[config.mk]
export PLATFORM = sky130hd
export DESIGN_NAME = load_unit
export DESIGN_NICKNAME = d
export VERILOG_FILES = /design/src/rtl/mips_load_pkg.sv /design/src/rtl/load_align.sv /design/src/rtl/load_unit.sv
export SDC_FILE = /design/constraint.sdc
export NUM_CORES = 1
export LEC_CHECK = 0
export ABC_AREA = 0
export ABC_CLOCK_PERIOD_IN_PS = 4300
export CAP_MARGIN = 20
export CORE_MARGIN = 2
export CORE_UTILIZATION = 46
export DETAILED_ROUTE_END_ITERATION = 16
export GPL_TIMING_DRIVEN = 0
export PLACE_DENSITY_LB_ADDON = 0.05
export SYNTH_ARGS = -nofsm -noshare
export SYNTH_HDL_FRONTEND = slang
export SYNTH_SLANG_ARGS = --single-unit
export TNS_END_PERCENT = 100
[constraint.sdc]
create_clock -name clk -period 4.3 [get_ports clk]
set_input_delay 0.645 -clock clk [delete_from_list [all_inputs] [get_ports clk]]
set_output_delay 0.645 -clock clk [all_outputs]
set_load 0.02 [all_outputs]
[src/rtl/mips_load_pkg.sv]
`default_nettype none
// ============================================================================
// Module   : mips_load_pkg
// Brief    : Shared load-op encoding and the alignment check used by the
//            MEM/WB load-return path.
// Revision : 1.0 - initial release
// ============================================================================
package mips_load_pkg;

    localparam int LOAD_OP_W = 3;

    typedef enum logic [LOAD_OP_W-1:0] {
        LB  = 3'd0,
        LBU = 3'd1,
        LH  = 3'd2,
        LHU = 3'd3,
        LW  = 3'd4
    } load_op_e;

    // Halfwords need an even offset and words need offset 0; the unused
    // encodings 5-7 behave as LW.
    function automatic logic is_misaligned(input logic [LOAD_OP_W-1:0] op,
                                           input logic [1:0]           addr_lo);
        logic mis;
        mis = 1'b0;
        case (op)
            LB, LBU: mis = 1'b0;
            LH, LHU: mis = addr_lo[0];
            default: mis = (addr_lo != 2'b00);
        endcase
        return mis;
    endfunction

endpackage
`default_nettype wire

[src/rtl/load_align.sv]
`default_nettype none
// ============================================================================
// Module   : load_align
// Brief    : Selects the byte/half/word addressed by a load from a returned
//            little-endian memory word and sign- or zero-extends it.
// Revision : 1.0 - initial release
// ============================================================================
module load_align
    import mips_load_pkg::*;
#(
    parameter int DATA_W = 32
) (
    input  logic [LOAD_OP_W-1:0] op_i,
    input  logic [1:0]           addr_lo_i,
    input  logic [DATA_W-1:0]    rdata_i,
    output logic [DATA_W-1:0]    data_o
);

    logic [7:0]  w_byte;
    logic [15:0] w_half;

    // Field selection and extension are purely combinational.
    always_comb begin
        w_byte = rdata_i[8*addr_lo_i +: 8];
        w_half = addr_lo_i[1] ? rdata_i[31:16] : rdata_i[15:0];
        case (op_i)
            LB:      data_o = {{(DATA_W-8){w_byte[7]}}, w_byte};
            LBU:     data_o = {{(DATA_W-8){1'b0}}, w_byte};
            LH:      data_o = {{(DATA_W-16){w_half[15]}}, w_half};
            LHU:     data_o = {{(DATA_W-16){1'b0}}, w_half};
            default: data_o = rdata_i;
        endcase
    end

endmodule
`default_nettype wire

[src/rtl/load_unit.sv]
`default_nettype none
// ============================================================================
// Module   : load_unit
// Brief    : In-order load-return queue for the MEM/WB boundary. Tracks up to
//            DEPTH outstanding loads, aligns/extends each returning word and
//            hands results to write-back over valid/ready. Flush discards all
//            entries and drops responses still in flight.
// Revision : 1.0 - initial release
// ============================================================================
module load_unit
    import mips_load_pkg::*;
#(
    parameter int DEPTH  = 2,
    parameter int DATA_W = 32
) (
    input  logic                 clk,
    input  logic                 resetn,
    input  logic                 req_valid,
    output logic                 req_ready,
    input  logic [2:0]           req_op,
    input  logic [1:0]           req_addr_lo,
    input  logic [4:0]           req_rd,
    output logic                 misalign,
    input  logic                 mem_rvalid,
    input  logic [DATA_W-1:0]    mem_rdata,
    input  logic                 flush,
    output logic                 wb_valid,
    input  logic                 wb_ready,
    output logic [DATA_W-1:0]    wb_data,
    output logic [4:0]           wb_rd,
    output logic                 busy
);

    localparam int c_PTR_W = $clog2(DEPTH);
    localparam int c_CNT_W = c_PTR_W + 1;
    localparam logic [c_PTR_W-1:0] c_PTR_ONE = c_PTR_W'(1);
    localparam logic [c_CNT_W-1:0] c_CNT_ONE = c_CNT_W'(1);
    localparam logic [c_CNT_W-1:0] c_DEPTH   = c_CNT_W'(DEPTH);

    // Per-entry storage
    logic [LOAD_OP_W-1:0] op_q      [DEPTH];
    logic [1:0]           addr_lo_q [DEPTH];
    logic [4:0]           rd_q      [DEPTH];
    logic [DATA_W-1:0]    data_q    [DEPTH];
    logic [DEPTH-1:0]     done_q;

    // Pointers and counters; pend counts entries still awaiting a response.
    logic [c_PTR_W-1:0] head_q, head_d;
    logic [c_PTR_W-1:0] resp_q, resp_d;
    logic [c_PTR_W-1:0] tail_q, tail_d;
    logic [c_CNT_W-1:0] count_q, count_d;
    logic [c_CNT_W-1:0] pend_q, pend_d;
    logic [c_CNT_W-1:0] drop_cnt_q, drop_cnt_d;

    logic              w_misalign;
    logic              w_req_ready;
    logic              w_enq;
    logic              w_wb_valid;
    logic              w_deq;
    logic              w_drop;
    logic              w_resp;
    logic [c_CNT_W-1:0] w_flush_total;
    logic [DATA_W-1:0] w_resp_data;

    // Handshake and event decode
    always_comb begin
        w_misalign    = req_valid && is_misaligned(req_op, req_addr_lo);
        w_req_ready   = resetn && (count_q < c_DEPTH) && (drop_cnt_q == '0);
        w_enq         = req_valid && w_req_ready && !w_misalign && !flush;
        w_wb_valid    = done_q[head_q] && !flush;
        w_deq         = w_wb_valid && wb_ready;
        w_drop        = mem_rvalid && (drop_cnt_q != '0);
        w_resp        = mem_rvalid && (drop_cnt_q == '0) && (pend_q != '0);
        w_flush_total = pend_q + drop_cnt_q;
    end

    // Response word is aligned using the op/offset of the entry it answers.
    load_align #(
        .DATA_W    (DATA_W)
    ) u_align (
        .op_i      (op_q[resp_q]),
        .addr_lo_i (addr_lo_q[resp_q]),
        .rdata_i   (mem_rdata),
        .data_o    (w_resp_data)
    );

    // Next-state for pointers and counters; flush overrides every transfer.
    always_comb begin
        head_d     = head_q;
        resp_d     = resp_q;
        tail_d     = tail_q;
        count_d    = count_q;
        pend_d     = pend_q;
        drop_cnt_d = drop_cnt_q;
        if (flush) begin
            head_d  = '0;
            resp_d  = '0;
            tail_d  = '0;
            count_d = '0;
            pend_d  = '0;
            // A response landing with the flush is already consumed.
            if (mem_rvalid && (w_flush_total != '0)) begin
                drop_cnt_d = w_flush_total - c_CNT_ONE;
            end else begin
                drop_cnt_d = w_flush_total;
            end
        end else begin
            if (w_enq)  tail_d = tail_q + c_PTR_ONE;
            if (w_deq)  head_d = head_q + c_PTR_ONE;
            if (w_resp) resp_d = resp_q + c_PTR_ONE;
            if (w_drop) drop_cnt_d = drop_cnt_q - c_CNT_ONE;
            case ({w_enq, w_deq})
                2'b10:   count_d = count_q + c_CNT_ONE;
                2'b01:   count_d = count_q - c_CNT_ONE;
                default: count_d = count_q;
            endcase
            case ({w_enq, w_resp})
                2'b10:   pend_d = pend_q + c_CNT_ONE;
                2'b01:   pend_d = pend_q - c_CNT_ONE;
                default: pend_d = pend_q;
            endcase
        end
    end

    // Pointer and counter registers
    always_ff @(posedge clk or negedge resetn) begin
        if (!resetn) begin
            head_q     <= '0;
            resp_q     <= '0;
            tail_q     <= '0;
            count_q    <= '0;
            pend_q     <= '0;
            drop_cnt_q <= '0;
        end else begin
            head_q     <= head_d;
            resp_q     <= resp_d;
            tail_q     <= tail_d;
            count_q    <= count_d;
            pend_q     <= pend_d;
            drop_cnt_q <= drop_cnt_d;
        end
    end

    // Entry storage: enqueue writes tail, response fills resp, dequeue frees head.
    always_ff @(posedge clk or negedge resetn) begin
        if (!resetn) begin
            done_q <= '0;
            for (int i = 0; i < DEPTH; i++) begin
                op_q[i]      <= '0;
                addr_lo_q[i] <= '0;
                rd_q[i]      <= '0;
                data_q[i]    <= '0;
            end
        end else if (flush) begin
            done_q <= '0;
            for (int i = 0; i < DEPTH; i++) begin
                data_q[i] <= '0;
            end
        end else begin
            if (w_enq) begin
                op_q[tail_q]      <= req_op;
                addr_lo_q[tail_q] <= req_addr_lo;
                rd_q[tail_q]      <= req_rd;
                done_q[tail_q]    <= 1'b0;
            end
            if (w_resp) begin
                data_q[resp_q] <= w_resp_data;
                done_q[resp_q] <= 1'b1;
            end
            if (w_deq) begin
                done_q[head_q] <= 1'b0;
            end
        end
    end

    // Output drive
    always_comb begin
        req_ready = w_req_ready;
        misalign  = w_misalign;
        wb_valid  = w_wb_valid;
        wb_data   = data_q[head_q];
        wb_rd     = rd_q[head_q];
        busy      = (count_q != '0) || (drop_cnt_q != '0);
    end

    // A response must always answer a pending entry or a dropped one.
    a_no_orphan_resp: assert property (@(posedge clk) disable iff (!resetn)
        mem_rvalid |-> ((pend_q != '0) || (drop_cnt_q != '0)));

endmodule
`default_nettype wire

==> results of run 1 <==
-- synthesized netlist by cell type, types with 2 or more instances --
cell type / instances
buf_6: 2
o21ai_0: 50
mux2_4: 9
clkbuf_1: 10
xor2_1: 2
dfrtp_1: 95
nor3b_1: 2
xnor2_1: 7
buf_4: 4
nor2_1: 77
ha_1: 3
nand3b_1: 2
nor3b_2: 2
nand2_1: 34
buf_1: 7
nor3_2: 2
a222oi_1: 7
a221o_1: 7
nor3_1: 33
a311oi_1: 3
mux2i_1: 16
inv_1: 15
mux2_2: 54
nand2b_1: 3
nand3_1: 10
buf_2: 14
or3_4: 2
a21oi_1: 63
-- cell type report --
class	count	share of cell area [%]
sequential	95	35.2
multi-input combinational	411	40.8
clock buffer	12	3.79
timing repair buffer	89	13.4
inverter	15	0.833
buffer	37	2.76
clock inverter	3	0.629
tap	143	2.65
-- metrics by stage --
stage | power, W | cells | instance area [sq um] | utilization [%]
global route | 0.00293 | 805 | 6760 | 59.2
finish | 0.00279 | 805 | 6760 | 59.2
global placement | 0.00194 | 789 | 6440 | 56.4
floorplan | 0.00166 | 558 | 5380 | -
detailed placement | 0.00197 | 790 | 6460 | 56.6
CTS | 0.00279 | 805 | 6760 | 59.2
-- report_power, final --
group,leakage [nW],internal (W),switching (W)
Sequential,1.30,0.000966,0.0000694
Clock,0.145,0.000479,0.000338
Combinational,1.47,0.000415,0.000520
Total,2.92,0.00186,0.000927
-- cell families after synthesis --
| group | after synthesis |
|---|---|
| buf+inv | 52 |
| fa+ha+maj | 3 |
| xor+xnor | 9 |
| mux | 80 |
| simple gates | 176 |
| flops | 95 |
| compound gates | 143 |
-- critical path: stages --
cell and delay, ps:
clkdlybuf4s50_1 480, buf_2 280, clkbuf_1 500, buf_1 500, nor2_1 100, clkdlybuf4s50_1 560
-- layout by cell type, fill, tap and decap left out, types with 7 or more instances in the layout --
cell / netlist / final
nor3_1: 33 / 33
clkbuf_16: 0 / 9
nor2_1: 77 / 77
nand2_1: 34 / 34
mux2i_1: 16 / 16
clkbuf_1: 10 / 11
buf_2: 14 / 14
buf_1: 7 / 7
xnor2_1: 7 / 7
inv_1: 15 / 15
o21ai_0: 50 / 50
dfrtp_1: 95 / 95
mux2_2: 54 / 54
clkdlybuf4s50_1: 0 / 87
a221o_1: 7 / 7
nand3_1: 10 / 10
a222oi_1: 7 / 7
mux2_4: 9 / 9
a21oi_1: 63 / 63
-- state kept, by name, summed over array words and instances, names as in the netlist --
register and flops:
addr_lo_q 4, resp_q 1, done_q 2, rd_q 10, drop_cnt_q 2, tail_q 1, data_q 64, head_q 1
pend_q 2, count_q 2, op_q 6
-- worst paths after layout --
check / end / slack [ps] / cells past startpoint
min in group clk: done_q[0] / 490 / 1
worst min register to register: done_q[0] / 490 / 1
worst max register to register: data_q[34] / 1810 / 6
max in group asynchronous: data_q[41] / 3330 / 2
worst max-delay path: wb_valid / 580 / 6
worst min-delay path: data_q[19] / 290 / 1
-- routing by layer --
layer  share of wire [%]  up-vias  routed length [um]  track usage, %
met5                   0        -                   0               0
met4                 2.2        0                 357            10.3
met3                 6.7       23                1120            5.40
met2                  47      180                7850            42.0
met1                  44     2418                7260            37.7
li1                    -     2190                   -               -
==> results.md, run 1 <==
- Cell count after synthesis: 558
- PwrDens: 412 nW/um^2
- Largest family of logic cells by synthesized area: multiplexers
- Clk root buf: clkbuf_16
- Synthesized net count: 609
- Crit-path max FO: 10
- Placer Congestion: 0.882
- Clock skew: 8.10 ps
- Global-route wire length before repair: 26600 um
- Reg2reg start: drop_cnt_q[0]
- Drt initial violations: 384
- Post-CTS resize count: 0
- Setup slack after layout: 577 ps
- Row cnt: 39
- Pre-CTS setup slack: 567 ps
- Total Wirelength: 16600 um
- H-tree lvl count: 3
- Total of max-cap violations: 0
- Post-CTS Repair Setup Buffers: 0
- Synth Area in Compound Gates: 15.8%
- # fillers: 1047
- CP Capture Type: primary output
- DIE HEIGHT: 112 um
- Tcrit/Tclk final: 86.6%
- Share of cells above drive strength 1: 17.2%
- Hold-fix buffers at CTS: 0
- Sequential fraction of the synthesis area: 44.2%
- Most area-hungry cell type in the Yosys netlist: dfrtp_1
- Vias in the first global route: 4881
- Startpoint Class: input pin
- Port bufs: 88
- Vias per cell: 5.98
- Final Hold Fails: 0
- Dpl hpwl: 11900 um
- Area of the multi-input gates: 2760 sq um
- Mux cell area share after synthesis: 17.2%
- Number of remaining DRC errors: 0
- Synthesized cell area: 5380 sq um
- Gr ovfl total: 0
- Core ar.: 11400 sq um
- ANT cells: 0
- Chip width: 112 um
- Setup TNS: 0 ps
- Final Slew Violations: 0
- Yosys top cell area share: 44.2%
- Die Footprint: 12600 sq um
- Final min period: 3720 ps
- FF+latch area: 2380 sq um
- Mean routed wirelength per cell: 20.6 um
- Drt first pass iters: 5
- Fmax: 269 MHz
- TritonCTS clock tree: done
- Leak: 2.92 nW
- Post-synthesis area per instance: 9.64 sq um
- Synth warn: 0
- Maximum root-to-sink buffer count: 2
- Most used DFF post-synth: dfrtp_1
- Netlist cell types: 51
- Tot GR Track Use: 27.0%
- DR vias: 4811
- Clock sink count: 95
- Clock transition at the registers of the reported paths: 70 ps
- Synth area leaders: dfrtp_1, mux2_2, a21oi_1
- Worst Tran Pin Value: 1010 ps
- CP required: 3650 ps
- Num ports: 89
- Post-synth ARST share: 100%
- RSZ-0062 raised after global routing: false
- Worst EP arrival: 3080 ps
- Crit path from: flush
- Worst skew pair latency: 350 ps
- Antenna Nets Post-Route: 0
- Type of the most critical hold path: input pin to asynchronous set/reset pin
- Outcome: finished clean
- Initial antenna violation count: 0
- Largest net degree at the start of global routing: 54
- Post-synth EDFFs: 0
- CP Class: input pin to primary output
- Maximum vdd drop: 280 uV
- Slew headroom: 31.8%
- Min Hold Slack: 292 ps
- Final setup violation count: 0
- Starting Density: 47.1%
- XOR/XNOR Fraction of Synth Area: 1.47%
- Simple-gate share of the synthesized area: 16.1%
- Synth Register Bits: 95
- CTS Buf Count: 9
- Area grow syn2layout: 25.7%
- Adder-cell area share of the yosys netlist: 0.698%
- Final layout net count: 709
Note: power is estimated with default switching activity, not from simulation.
==> inputs of run 2 (changes only) <==
--- a/config.mk
+++ b/config.mk
@@ -6,13 +6,14 @@
 export NUM_CORES = 1
 export LEC_CHECK = 0
 export ABC_AREA = 0
-export ABC_CLOCK_PERIOD_IN_PS = 4300
+export ABC_CLOCK_PERIOD_IN_PS = 3600
 export CAP_MARGIN = 20
 export CORE_MARGIN = 2
 export CORE_UTILIZATION = 46
 export DETAILED_ROUTE_END_ITERATION = 16
 export GPL_TIMING_DRIVEN = 0
 export PLACE_DENSITY_LB_ADDON = 0.05
+export SETUP_SLACK_MARGIN = 0.4
 export SYNTH_ARGS = -nofsm -noshare
 export SYNTH_HDL_FRONTEND = slang
 export SYNTH_SLANG_ARGS = --single-unit
==> constraint.sdc (replaced) <==
create_clock -name clk -period 3.6 [get_ports clk]
set_input_delay 0.54 -clock clk [delete_from_list [all_inputs] [get_ports clk]]
set_output_delay 0.54 -clock clk [all_outputs]
set_load 0.02 [all_outputs]
==> run 2 against run 1 <==
Compared with the run above: clock skew is essentially flat; first-iteration DRC count grew 4.7%; via count grew 0.58%; register-to-register slack lost 720 ps; utilization grew 0.066 points; largest power group unchanged; highest routed layer unchanged.
==> results.md, run 2 (synthesis results as in run 1) <==
- Switch Pwr: 0.00111 W
- Chip width: 112 um
- Hold-fix buffers at CTS: 0
- Final layout net count: 709
- Final Slew Violations: 0
- Util after Layout: 59.3%
- Biggest regs: data_q (64), rd_q (10), op_q (6)
- Leak: 2.93 nW
- Vias in the first global route: 4887
- Die Footprint: 12600 sq um
- H-tree lvl count: 3
- Clock transition at the registers of the reported paths: 70 ps
- CP delay by family, top: buffers and inverters
- Worst Tran Pin Value: 1040 ps
- Gate power share: 33.5%
- RSZ-0062 raised after global routing: false
- Placer Congestion: 0.882
- Largest net degree at the start of global routing: 54
- ANT cells: 0
- Startpoint Class: input pin
- Slew headroom: 30.3%
- Outcome: finished clean
- Gr ovfl total: 0
- Tcrit/Tclk final: 84.5%
- Internal: 0.00222 W
- Type of the most critical hold path: input pin to asynchronous set/reset pin
- Total of max-cap violations: 0
- Initial antenna violation count: 0
- Num ports: 89
- Number of remaining DRC errors: 0
- Crit-path max FO: 10
- Most frequent cells in the layout: dfrtp_1, clkdlybuf4s50_1, nor2_1
- CTS Buf Count: 9
- Biggest register: data_q
- Final min period: 3040 ps
- Drt first pass iters: 5
- Final Hold Fails: 0
- WP buf/inv: 5
- Share of cells above drive strength 1: 17.8%
- CP max stage delay: 550 ps
- Max FFs per register: 64
- Final setup violation count: 0
- Leading cell type in the layout, fill and taps excluded: dfrtp_1
- DR vias: 4839
- Drt initial violations: 402
- Cells along the critical path: clkdlybuf4s50_1 -> buf_2 -> clkbuf_4 -> buf_2 -> nor2_1 -> clkdlybuf4s50_1
- CP required: 3060 ps
- TritonCTS clock tree: done
- Total Wirelength: 16600 um
- Worst EP arrival: 2500 ps
- Setup TNS: 0 ps
- Crit-path slowest cell: clkdlybuf4s50_1
- Worst skew pair latency: 350 ps
- Clk root buf: clkbuf_16
- Global-route wire length before repair: 26600 um
- Sequential share of power: 37.1%
- PwrDens: 492 nW/um^2
- Clock sink count: 95
- Maximum root-to-sink buffer count: 2
- Mean routed wirelength per cell: 20.6 um
- CP Capture Type: primary output
- CP Class: input pin to primary output
- Tot GR Track Use: 27.0%
- Starting Density: 47.1%
- Maximum vdd drop: 335 uV
- Dpl hpwl: 11900 um
- DIE HEIGHT: 112 um
- Vias per cell: 6.01
- Clock skew: 8.25 ps
- Row cnt: 39
- Clk pwr share: 29.4%
- Port bufs: 88
- Fmax: 329 MHz
- Area grow syn2layout: 25.9%
- Antenna Nets Post-Route: 0
- Core ar.: 11400 sq um
- Net Sw Frac: 33.3%
-- run 2: changes by cell type in the layout (fill, tap and decap cells not counted) --
cell      change
buf_1         -3
buf_2         +3
clkbuf_1      -1
clkbuf_4      +1
-- run 2: per-layer routing --
| metal | vias up | track usage (%) | part of all wire (%) |
|---|---|---|---|
| met5 | - | 0 | 0 |
| met4 | 0 | 10.3 | 2.1 |
| met3 | 23 | 5.40 | 6.9 |
| met2 | 202 | 41.8 | 47 |
| met1 | 2419 | 37.8 | 44 |
| li1 | 2195 | - | - |
-- run 2: worst reg2reg max path, cell delays in order (launching register included) --
cell	delay, ps
dfrtp_1	390
inv_1	100
ha_1	260
o211ai_1	230
nand2b_1	270
nor4_2	900
a221o_1	310
-- run 2: stage by stage --
step,hold WS (ps),area [sq um],total power [W],setup slack [ps],instances
after floorplan,244,5380,0.00198,1530,558
after global placement,479,6440,0.00232,-2750,789
after detailed placement,482,6460,0.00235,76.8,790
after CTS,205,6770,0.00333,480,805
after global routing,227,6770,0.00350,449,805
final,191,6770,0.00333,558,805
-- run 2: final cells by class --
cell class / count / area (sq um)
well taps: 143 / 179
clock buffers: 12 / 256
inverters: 15 / 56.3
multi-input cells: 411 / 2760
fillers: 1046 / 4650
plain buffers: 37 / 194
repair buffers: 89 / 906
flip-flops and latches: 95 / 2380
clock inverters: 3 / 42.5
-- run 2: power groups by stage --
stage / Sequential, W / Combinational [W] / Clock, W
6_report: 0.00124 / 0.00112 / 0.000978
5_1_grt: 0.00125 / 0.00121 / 0.00104
4_1_cts: 0.00124 / 0.00111 / 0.000987
3_5_place_dp: 0.00125 / 0.00110 / 0
3_3_place_gp: 0.00125 / 0.00107 / 0
2_1_floorplan: 0.00123 / 0.000746 / 0
-- run 2: path summary, 6_finish.rpt --
path	start	depth (start not counted)	end	slack [ps]
worst max-delay path	flush	6	wb_valid	560
worst min-delay path	resetn	1	data_q[19]	190
worst max register to register	drop_cnt_q[0]	6	data_q[38]	1090
worst min register to register	done_q[0]	1	done_q[0]	490
max in group asynchronous	resetn	2	data_q[41]	2730
min in group clk	done_q[0]	1	done_q[0]	490
-- run 2: timing repair --
item                       4_1_cts  5_1_grt
resized for setup                4        2
setup endpoints to repair       10        1
buffers inserted                 0        0
==> inputs of run 3 (changes only) <==
--- a/config.mk
+++ b/config.mk
@@ -6,7 +6,7 @@
 export NUM_CORES = 1
 export LEC_CHECK = 0
 export ABC_AREA = 0
-export ABC_CLOCK_PERIOD_IN_PS = 3600
+export ABC_CLOCK_PERIOD_IN_PS = 2700
 export CAP_MARGIN = 20
 export CORE_MARGIN = 2
 export CORE_UTILIZATION = 46
==> constraint.sdc (replaced) <==
create_clock -name clk -period 2.7 [get_ports clk]
set_input_delay 0.405 -clock clk [delete_from_list [all_inputs] [get_ports clk]]
set_output_delay 0.405 -clock clk [all_outputs]
set_load 0.02 [all_outputs]
==> run 3 against run 2 <==
Compared with the run above: register-to-register slack got worse by 600 ps; die area did not move; sequential power rose by 33%; via count rose by 0.87%; design area rose by 3.3%; utilization rose by 2.0 points; worst hold slack got worse by 110 ps; non-clock buffer count rose by 8; wire length rose by 2.1%; combinational power rose by 35%; critical path depth fell by 3; global-route usage barely moved.
==> results.md, run 3 (synthesis results as in run 1) <==
- Final min period: 2340 ps
- Total Wirelength: 16900 um
- Largest net degree at the start of global routing: 54
- Drt first pass iters: 7
- H-tree lvl count: 3
- Max FFs per register: 64
- Cells on worst reg2reg path: 8
- R2R Setup Slk: 490 ps
- Worst skew pair latency: 350 ps
- Drt initial violations: 374
- Tcrit/Tclk final: 86.6%
- Final Total Pwr: 0.00446 W
- Die Footprint: 12600 sq um
- Crit path from: head_q
- Worst Tran Pin Value: 842 ps
- Vias in the first global route: 4911
- Clock transition at the registers of the reported paths: 60 ps
- CP Class: flop to primary output
- CTS Buf Count: 9
- CP max stage delay: 550 ps
- Chip width: 112 um
- ANT cells: 0
- # fillers: 1023
- Leading cell type in the layout, fill and taps excluded: dfrtp_1
- Vias per cell: 6.00
- WP buf/inv: 2
- Share of cells above drive strength 1: 20.1%
- Crit path to: wb_data[11]
- Total of max-cap violations: 0
- Startpoint Class: flop
- Clock sink count: 95
- Fmax: 428 MHz
- Clk pwr share: 29.2%
- Cells along the critical path: buf_6 -> mux2_2 -> clkdlybuf4s50_1
- TritonCTS clock tree: done
- Dpl hpwl: 11900 um
- Pre-CTS setup slack: -553 ps
- Slew headroom: 42.3%
- Crit-path max FO: 10
- Number of remaining DRC errors: 0
- Area grow syn2layout: 30.0%
- Type of the most critical hold path: input pin to asynchronous set/reset pin
- Final Slew Violations: 0
- Sequential share of power: 37.0%
- Gr ovfl total: 0
- Row cnt: 39
- Mean routed wirelength per cell: 20.8 um
- Final layout net count: 717
- Final instance area: 6990 sq um
- Biggest register: data_q
- DIE HEIGHT: 112 um
- Clock skew: 7.41 ps
- Initial antenna violation count: 0
- Biggest regs: data_q (64), rd_q (10), op_q (6)
- Post-DP Area: 6460 sq um
- Global-route wire length before repair: 26700 um
- CP delay by family, top: buffers and inverters
- Maximum root-to-sink buffer count: 2
- Net Sw Frac: 33.6%
- Outcome: finished clean
- PwrDens: 638 nW/um^2
- Core ar.: 11400 sq um
- Worst EP arrival: 1930 ps
- Crit-path slowest cell: clkdlybuf4s50_1
- Antenna Nets Post-Route: 0
- Reg2reg start: drop_cnt_q[0]
- RSZ-0062 raised after global routing: true
- DR vias: 4881
- Num ports: 89
- Clk root buf: clkbuf_16
- Tot GR Track Use: 27.1%
- Setup slack after layout: 363 ps
- Switch Pwr: 0.00150 W
- Leak: 3.40 nW
- Reg2Reg Capture Point: data_q[38]
- Port bufs: 88
- Placer Congestion: 0.882
- CP required: 2300 ps
- Most frequent cells in the layout: dfrtp_1, nor2_1, a21oi_1
- Starting Density: 47.1%
- CP Capture Type: primary output
- Final setup violation count: 0
- Gate power share: 33.9%
- Critical path depth in cells: 3
- Maximum vdd drop: 428 uV
- Final Hold Fails: 0
- Internal: 0.00296 W
run 3: changes by cell type in the layout (fill, tap and decap cells not counted), sizes merged:
cell / delta
dlymetal6s2s: +18
dlygate4sd2: +14
clkbuf: +5
dlygate4sd3: +3
clkdlybuf4s50: -32
run 3: through the flow:
| step | instances | TNS, ps | util (%) | hold WS [ps] |
|---|---|---|---|---|
| CTS | 807 | 0 | 59.7 | 70.2 |
| finish | 813 | 0 | 61.2 | 77.6 |
| global route | 813 | 0 | 61.2 | 73.2 |
| global placement | 789 | -325070 | 56.4 | 479 |
| floorplan | 558 | 0 | - | 109 |
| detailed placement | 790 | -3950 | 56.6 | 443 |
run 3: worst min-delay path by stage:
stage	startpoint	to	slack, ps	depth (start not counted)
floorplan	resetn	addr_lo_q[0]	110	0
global placement	done_q[0]	done_q[0]	480	1
detailed placement	resetn	data_q[19]	440	1
CTS	resetn	data_q[19]	70	1
global route	resetn	data_q[5]	70	2
finish	resetn	data_q[38]	80	2
run 3: routing by layer:
metal	global-route usage [%]	up-vias	share of wire, %
met4	10.6	0	2.7
met2	42.1	227	47
met3	5.45	33	8.2
li1	-	2206	-
met5	0	-	0
met1	37.5	2415	42
run 3: area by class of cell:
type                            instances  area [sq um]  area share [%]
Sequential cell                        95          2380            34.0
Buffer                                 37           254            3.63
Inverter                               15          56.3           0.805
Timing Repair Buffer                   97          1020            14.5
Clock buffer                           12           256            3.67
Clock inverter                          3          42.5           0.608
Multi-Input combinational cell        411          2810            40.2
Tap cell                              143           179            2.56
run 3: power by group through the flow:
stage	clock network, W	registers [W]	logic (W)
finish	0.00130	0.00165	0.00151
CTS	0.00132	0.00165	0.00145
global placement	0	0.00167	0.00142
detailed placement	0	0.00167	0.00146
global route	0.00138	0.00167	0.00164
floorplan	0	0.00164	0.000995
run 3: what timing repair did:
action                     in CTS  in global routing
gates resized for setup        33                 42
pin swaps                       1                  1
setup endpoints to repair      60                 99
hold buffers                    0                  4
buffers inserted                2                  2
hold endpoints to repair        0                  3
